$ cat src/rtl/conv_encode_param.sv
// Rate-1/N convolutional encoder with generic K, generators and framing.
// Valid/ready on both sides, optional zero-tail flush per frame.
module conv_encode_param #(
  parameter int K = 3,
  parameter int N = 2,
  parameter logic [N*K-1:0] G = {3'b101, 3'b111},
  parameter int FRAME_LEN = 64,
  parameter bit TAIL_EN = 1'b1
) (
  input  logic         clk_sig,
  input  logic         rst_sig,
  input  logic         en_sig,
  input  logic         start_sig,
  input  logic         in_bit,
  input  logic         in_valid,
  output logic         in_ready,
  output logic [N-1:0] encode_sig,
  output logic         out_valid,
  input  logic         out_ready,
  output logic         last_sig,
  output logic         busy_sig
);

  localparam int CW = $clog2(FRAME_LEN + 1);
  localparam int TW = $clog2(K);

  localparam logic [1:0] S_IDLE = 2'd0;
  localparam logic [1:0] S_DATA = 2'd1;
  localparam logic [1:0] S_TAIL = 2'd2;

  logic [1:0]    st_q, st_d;
  logic [K-2:0]  sr_q, sr_d;
  logic [CW-1:0] cnt_q, cnt_d;
  logic [TW-1:0] tcnt_q, tcnt_d;
  logic [N-1:0]  enc_q, enc_d;
  logic          ov_q, ov_d;
  logic          last_q, last_d;

  logic [N-1:0]  cw;
  logic [K-1:0]  win;
  logic          slot_free;
  logic          cur_bit;
  logic          take;
  logic          tail_go;
  logic          produce;
  logic          last_new;

  // Window: MSB is the current bit, LSB the oldest held bit.
  always_comb begin
    slot_free = !ov_q || out_ready;
    cur_bit   = (st_q == S_DATA) && in_bit;
    win       = {cur_bit, sr_q};
    for (int n = 0; n < N; n++) begin
      cw[n] = ^(win & G[n*K +: K]);
    end
    in_ready = (st_q == S_DATA) && en_sig && slot_free;
    take     = in_ready && in_valid;
    tail_go  = (st_q == S_TAIL) && en_sig && slot_free;
    produce  = take || tail_go;
  end

  always_comb begin
    st_d     = st_q;
    sr_d     = sr_q;
    cnt_d    = cnt_q;
    tcnt_d   = tcnt_q;
    last_new = 1'b0;
    unique case (1'b1)
      (st_q == S_IDLE): begin
        if (en_sig && start_sig) begin
          sr_d   = '0;
          cnt_d  = '0;
          tcnt_d = '0;
          st_d   = S_DATA;
        end
      end
      (st_q == S_DATA): begin
        if (take) begin
          sr_d  = win[K-1:1];
          cnt_d = cnt_q + CW'(1);
          if (cnt_q == CW'(FRAME_LEN - 1)) begin
            if (TAIL_EN) begin
              tcnt_d = '0;
              st_d   = S_TAIL;
            end else begin
              last_new = 1'b1;
              st_d     = S_IDLE;
            end
          end
        end
      end
      (st_q == S_TAIL): begin
        if (tail_go) begin
          sr_d   = win[K-1:1];
          tcnt_d = tcnt_q + TW'(1);
          if (tcnt_q == TW'(K - 2)) begin
            last_new = 1'b1;
            st_d     = S_IDLE;
          end
        end
      end
      default: st_d = S_IDLE;
    endcase
  end

  // Output register: reload on produce, drop on consume-only.
  always_comb begin
    enc_d  = enc_q;
    ov_d   = ov_q;
    last_d = last_q;
    if (produce) begin
      enc_d  = cw;
      ov_d   = 1'b1;
      last_d = last_new;
    end else if (en_sig && ov_q && out_ready) begin
      ov_d   = 1'b0;
      last_d = 1'b0;
    end
  end

  always_ff @(posedge clk_sig or posedge rst_sig) begin
    if (rst_sig) begin
      st_q   <= S_IDLE;
      sr_q   <= '0;
      cnt_q  <= '0;
      tcnt_q <= '0;
      enc_q  <= '0;
      ov_q   <= 1'b0;
      last_q <= 1'b0;
    end else begin
      st_q   <= st_d;
      sr_q   <= sr_d;
      cnt_q  <= cnt_d;
      tcnt_q <= tcnt_d;
      enc_q  <= enc_d;
      ov_q   <= ov_d;
      last_q <= last_d;
    end
  end

  assign encode_sig = enc_q;
  assign out_valid  = ov_q;
  assign last_sig   = last_q;
  assign busy_sig   = (st_q != S_IDLE);

endmodule

$ cat config.mk
export PLATFORM = sky130hd
export DESIGN_NAME = conv_encode_param
export DESIGN_NICKNAME = d
export VERILOG_FILES = /design/src/rtl/conv_encode_param.sv
export SDC_FILE = /design/constraint.sdc
export NUM_CORES = 1
export LEC_CHECK = 0
export ABC_CLOCK_PERIOD_IN_PS = 2200
export CORE_ASPECT_RATIO = 1.75
export CORE_MARGIN = 1.5
export CORE_UTILIZATION = 35
export CTS_CLUSTER_DIAMETER = 40
export DETAILED_ROUTE_END_ITERATION = 8
export SETUP_SLACK_MARGIN = 0.5
export SYNTH_ARGS = -nofsm -noshare
export SYNTH_HDL_FRONTEND = slang
export SYNTH_SLANG_ARGS = --single-unit
$ cat constraint.sdc
create_clock -name clk_sig -period 2.2 [get_ports clk_sig]
set_clock_uncertainty 0.05 [all_clocks]
set_input_delay 0.44 -clock clk_sig [delete_from_list [all_inputs] [get_ports clk_sig]]
set_output_delay 0.44 -clock clk_sig [all_outputs]
set_load 0.01 [all_outputs]
==> flow_summary.json <==
{
  "status": "complete, no violations",
  "period_share": 0.818,
  "synthArstFlopShare": 1.00,
  "grt_pass1_vias": 930,
  "vias": 912,
  "io_buffers": 12,
  "drt_pass1_iterations": 4,
  "htreeDepth": 1,
  "insertion_delay_ns": 0.25,
  "cts_made_buffers": 3,
  "yosysUniqueCellTypes": 32,
  "crit_path_top_delay_cell": "dfrtp_2",
  "ys_seq_area_frac": 0.412,
  "finalHoldViolations": 0,
  "final_common_cell": "buf_4",
  "power_mw": 2.06,
  "ant_nets": 0,
  "min_path_type": "flip-flop to flip-flop",
  "hold_buffers": 0,
  "dp_hpwl_um": 1570,
  "die_h_um": 74.9,
  "critPathMaxStageDelay_ns": 0.41,
  "maxCapViolations": 0,
  "synth_compound_area_frac": 0.148,
  "layout_common_cells": "16 x buf_4, 15 x dfrtp_1, 10 x nand2_1, 7 x inv_1, 7 x clkdlybuf4s50_1",
  "grt_use_total": 0.160,
  "routabilityCongestion": 0.728,
  "fin_area_um2": 1590,
  "drtIter0Drc": 25,
  "cts_tree": "yes",
  "setup_viol": 0,
  "synth_ff_type": "dfrtp_1",
  "clk_pin_slew_ns": 0.07,
  "crit_top_cell": "buf_6",
  "synth_fa_ha_area_frac": 0.0969,
  "drv_slew": 0,
  "diodes": 0,
  "multi_input_area_um2": 757,
  "final_nets": 155,
  "synthMuxAreaShare": 0.0823,
  "cp_max_fo": 6,
  "slew_headroom": 0.555,
  "grt_overflow": 0,
  "worst_slew_pin_slew_ns": 0.667,
  "route.detailed.drc": 0,
  "cts.path.max_buffers": 2,
  "core_area_um2": 2750,
  "fill_cells": 238,
  "worst-endpoint-arrival_ns": 1.93,
  "synth_xor_area_frac": 0.0254,
  "routed_via_density": 5.49,
  "drive_gt1_frac": 0.396,
  "synthSimpleGateAreaFrac": 0.191,
  "rsz0062_at_grt": "true",
  "rows": 25,
  "end_kind": "flip-flop",
  "ff_latch_area_um2": 428,
  "synth_edf_count": 0,
  "min_period_ns": 1.80,
  "setup-tns-final_ns": 0,
  "dieArea_um2": 3300,
  "synth_warnings": 0,
  "crit_required_ns": 2.33,
  "die_w_um": 44.1,
  "p_per_area_nw_per_um2": 1290,
  "crit_type": "flip-flop to flip-flop",
  "syn_nets": 119,
  "top_level_ports": 13,
  "ys_seq_elements": 17,
  "synth_top_family_by_area": "simple AND/OR/NAND/NOR gates",
  "wirelength_um": 2450,
  "cp-start-kind": "flip-flop",
  "grt_pass1_wl_um": 3940,
  "antenna_found_initial": 0,
  "start_util": 0.375,
  "routedWlPerCell_um": 14.8,
  "peakVddDrop_uv": 767,
  "cts_root_buffer": "clkbuf_8",
  "clock_sinks": 17,
  "netlist_area_um2": 1030,
  "avgSynthCellArea_um2": 9.94,
  "syn_inst": 104,
  "area_delta_synth_final_pct": 53.6,
  "holdWs_ns": 0.456,
  "max_clock_freq_mhz": 556,
  "place_area_um2": 1220,
  "grt_max_degree": 18,
  "power.leakage_nw": 0.711,
  "worstPathCellList": "buf_6, ha_4, mux2i_1, a21o_1, buf_6, or4_4, a21boi_1"
}
## stage by stage
stage,utilization,setup slack (ns),instances
3_5_place_dp,0.442,0.00928,146
5_1_grt,0.577,0.323,166
6_report,0.577,0.400,166
4_1_cts,0.513,0.396,157
2_1_floorplan,-,0.471,104
3_3_place_gp,0.442,0.00117,146
## report_power, final
| part | internal (mW) | total [mW] | switching (mW) |
|---|---|---|---|
| sequential | 0.424 | 0.515 | 0.0910 |
| clock | 0.129 | 0.235 | 0.106 |
| combinational | 0.712 | 1.31 | 0.594 |
| total | 1.26 | 2.06 | 0.791 |
## state kept, by name, summed over array words and instances, names as in the netlist
name        flops
out_valid       1
sr_q            2
last_sig        1
st_q            2
encode_sig      2
tcnt_q          2
cnt_q           7
## cell type report
cell class | instances | share of cell area
Sequential cell | 17 | 0.270
Clock buffer | 4 | 0.0284
Timing Repair Buffer | 33 | 0.185
Multi-Input combinational cell | 77 | 0.477
Tap cell | 27 | 0.0213
Inverter | 8 | 0.0189
## synthesized netlist by cell type (2+ instances only)
cell | instances | share of area
dfrtp_1 | 17 | 0.41
nand2_1 | 10 | 0.036
ha_1 | 8 | 0.097
inv_1 | 8 | 0.029
nand2b_1 | 6 | 0.036
mux2_2 | 4 | 0.044
mux2i_1 | 4 | 0.039
nand3_1 | 4 | 0.019
o31ai_1 | 4 | 0.029
a21boi_1 | 3 | 0.022
nand4_1 | 3 | 0.018
o21ai_0 | 3 | 0.015
o2bb2ai_1 | 3 | 0.025
xnor2_1 | 3 | 0.025
a21o_1 | 2 | 0.015
a21oi_1 | 2 | 0.0097
and3_1 | 2 | 0.012
nor2_1 | 2 | 0.0073
o22ai_1 | 2 | 0.012
or4_1 | 2 | 0.015
## cell families (layout without fill, tap and decap cells)
kind of cell / count (synthesis) / after routing
AND/OR/NAND/NOR: 36 / 36
AO/OA/AOI/OAI: 22 / 22
flip-flops: 17 / 17
buffers and inverters: 10 / 45
adder cells (fa/ha/maj): 8 / 8
multiplexers: 8 / 8
XOR/XNOR: 3 / 3
## worst paths after layout
path,start,end,slack (ns),cells past startpoint
hold / removal,encode_sig[0],encode_sig[0],0.46,1
min in group asynchronous,rst_sig,cnt_q[1],0.54,2
hold reg to reg,encode_sig[0],encode_sig[0],0.46,1
setup reg to reg,st_q[0],cnt_q[3],0.40,7
setup / recovery,st_q[0],cnt_q[3],0.40,7
max in group asynchronous,rst_sig,out_valid,1.10,2
## timing repair
action	4_1_cts	5_1_grt
pin swaps	8	10
gates resized for setup	28	21
setup endpoints to repair	16	17
buffers inserted	7	9
## worst max-delay path: cells and delay by family (launching register included)
| family | cells | cell delay (ns) |
|---|---|---|
| adder cells (fa/ha/maj) | 1 | 0.17 |
| AND/OR/NAND/NOR | 1 | 0.40 |
| flip-flops | 1 | 0.41 |
| buffers and inverters | 2 | 0.25 |
| AO/OA/AOI/OAI | 2 | 0.32 |
| multiplexers | 1 | 0.12 |
## metal layers
layer | GRT usage | wire length (um) | part of all wire | vias to the layer above
li1 | - | - | - | 442
met1 | 0.175 | 998 | 0.41 | 449
met2 | 0.289 | 1340 | 0.55 | 16
met3 | 0.0264 | 66 | 0.027 | 5
met4 | 0.0808 | 40 | 0.016 | 0
met5 | 0 | 0 | 0 | -
Power figures use the tool's default switching activity.
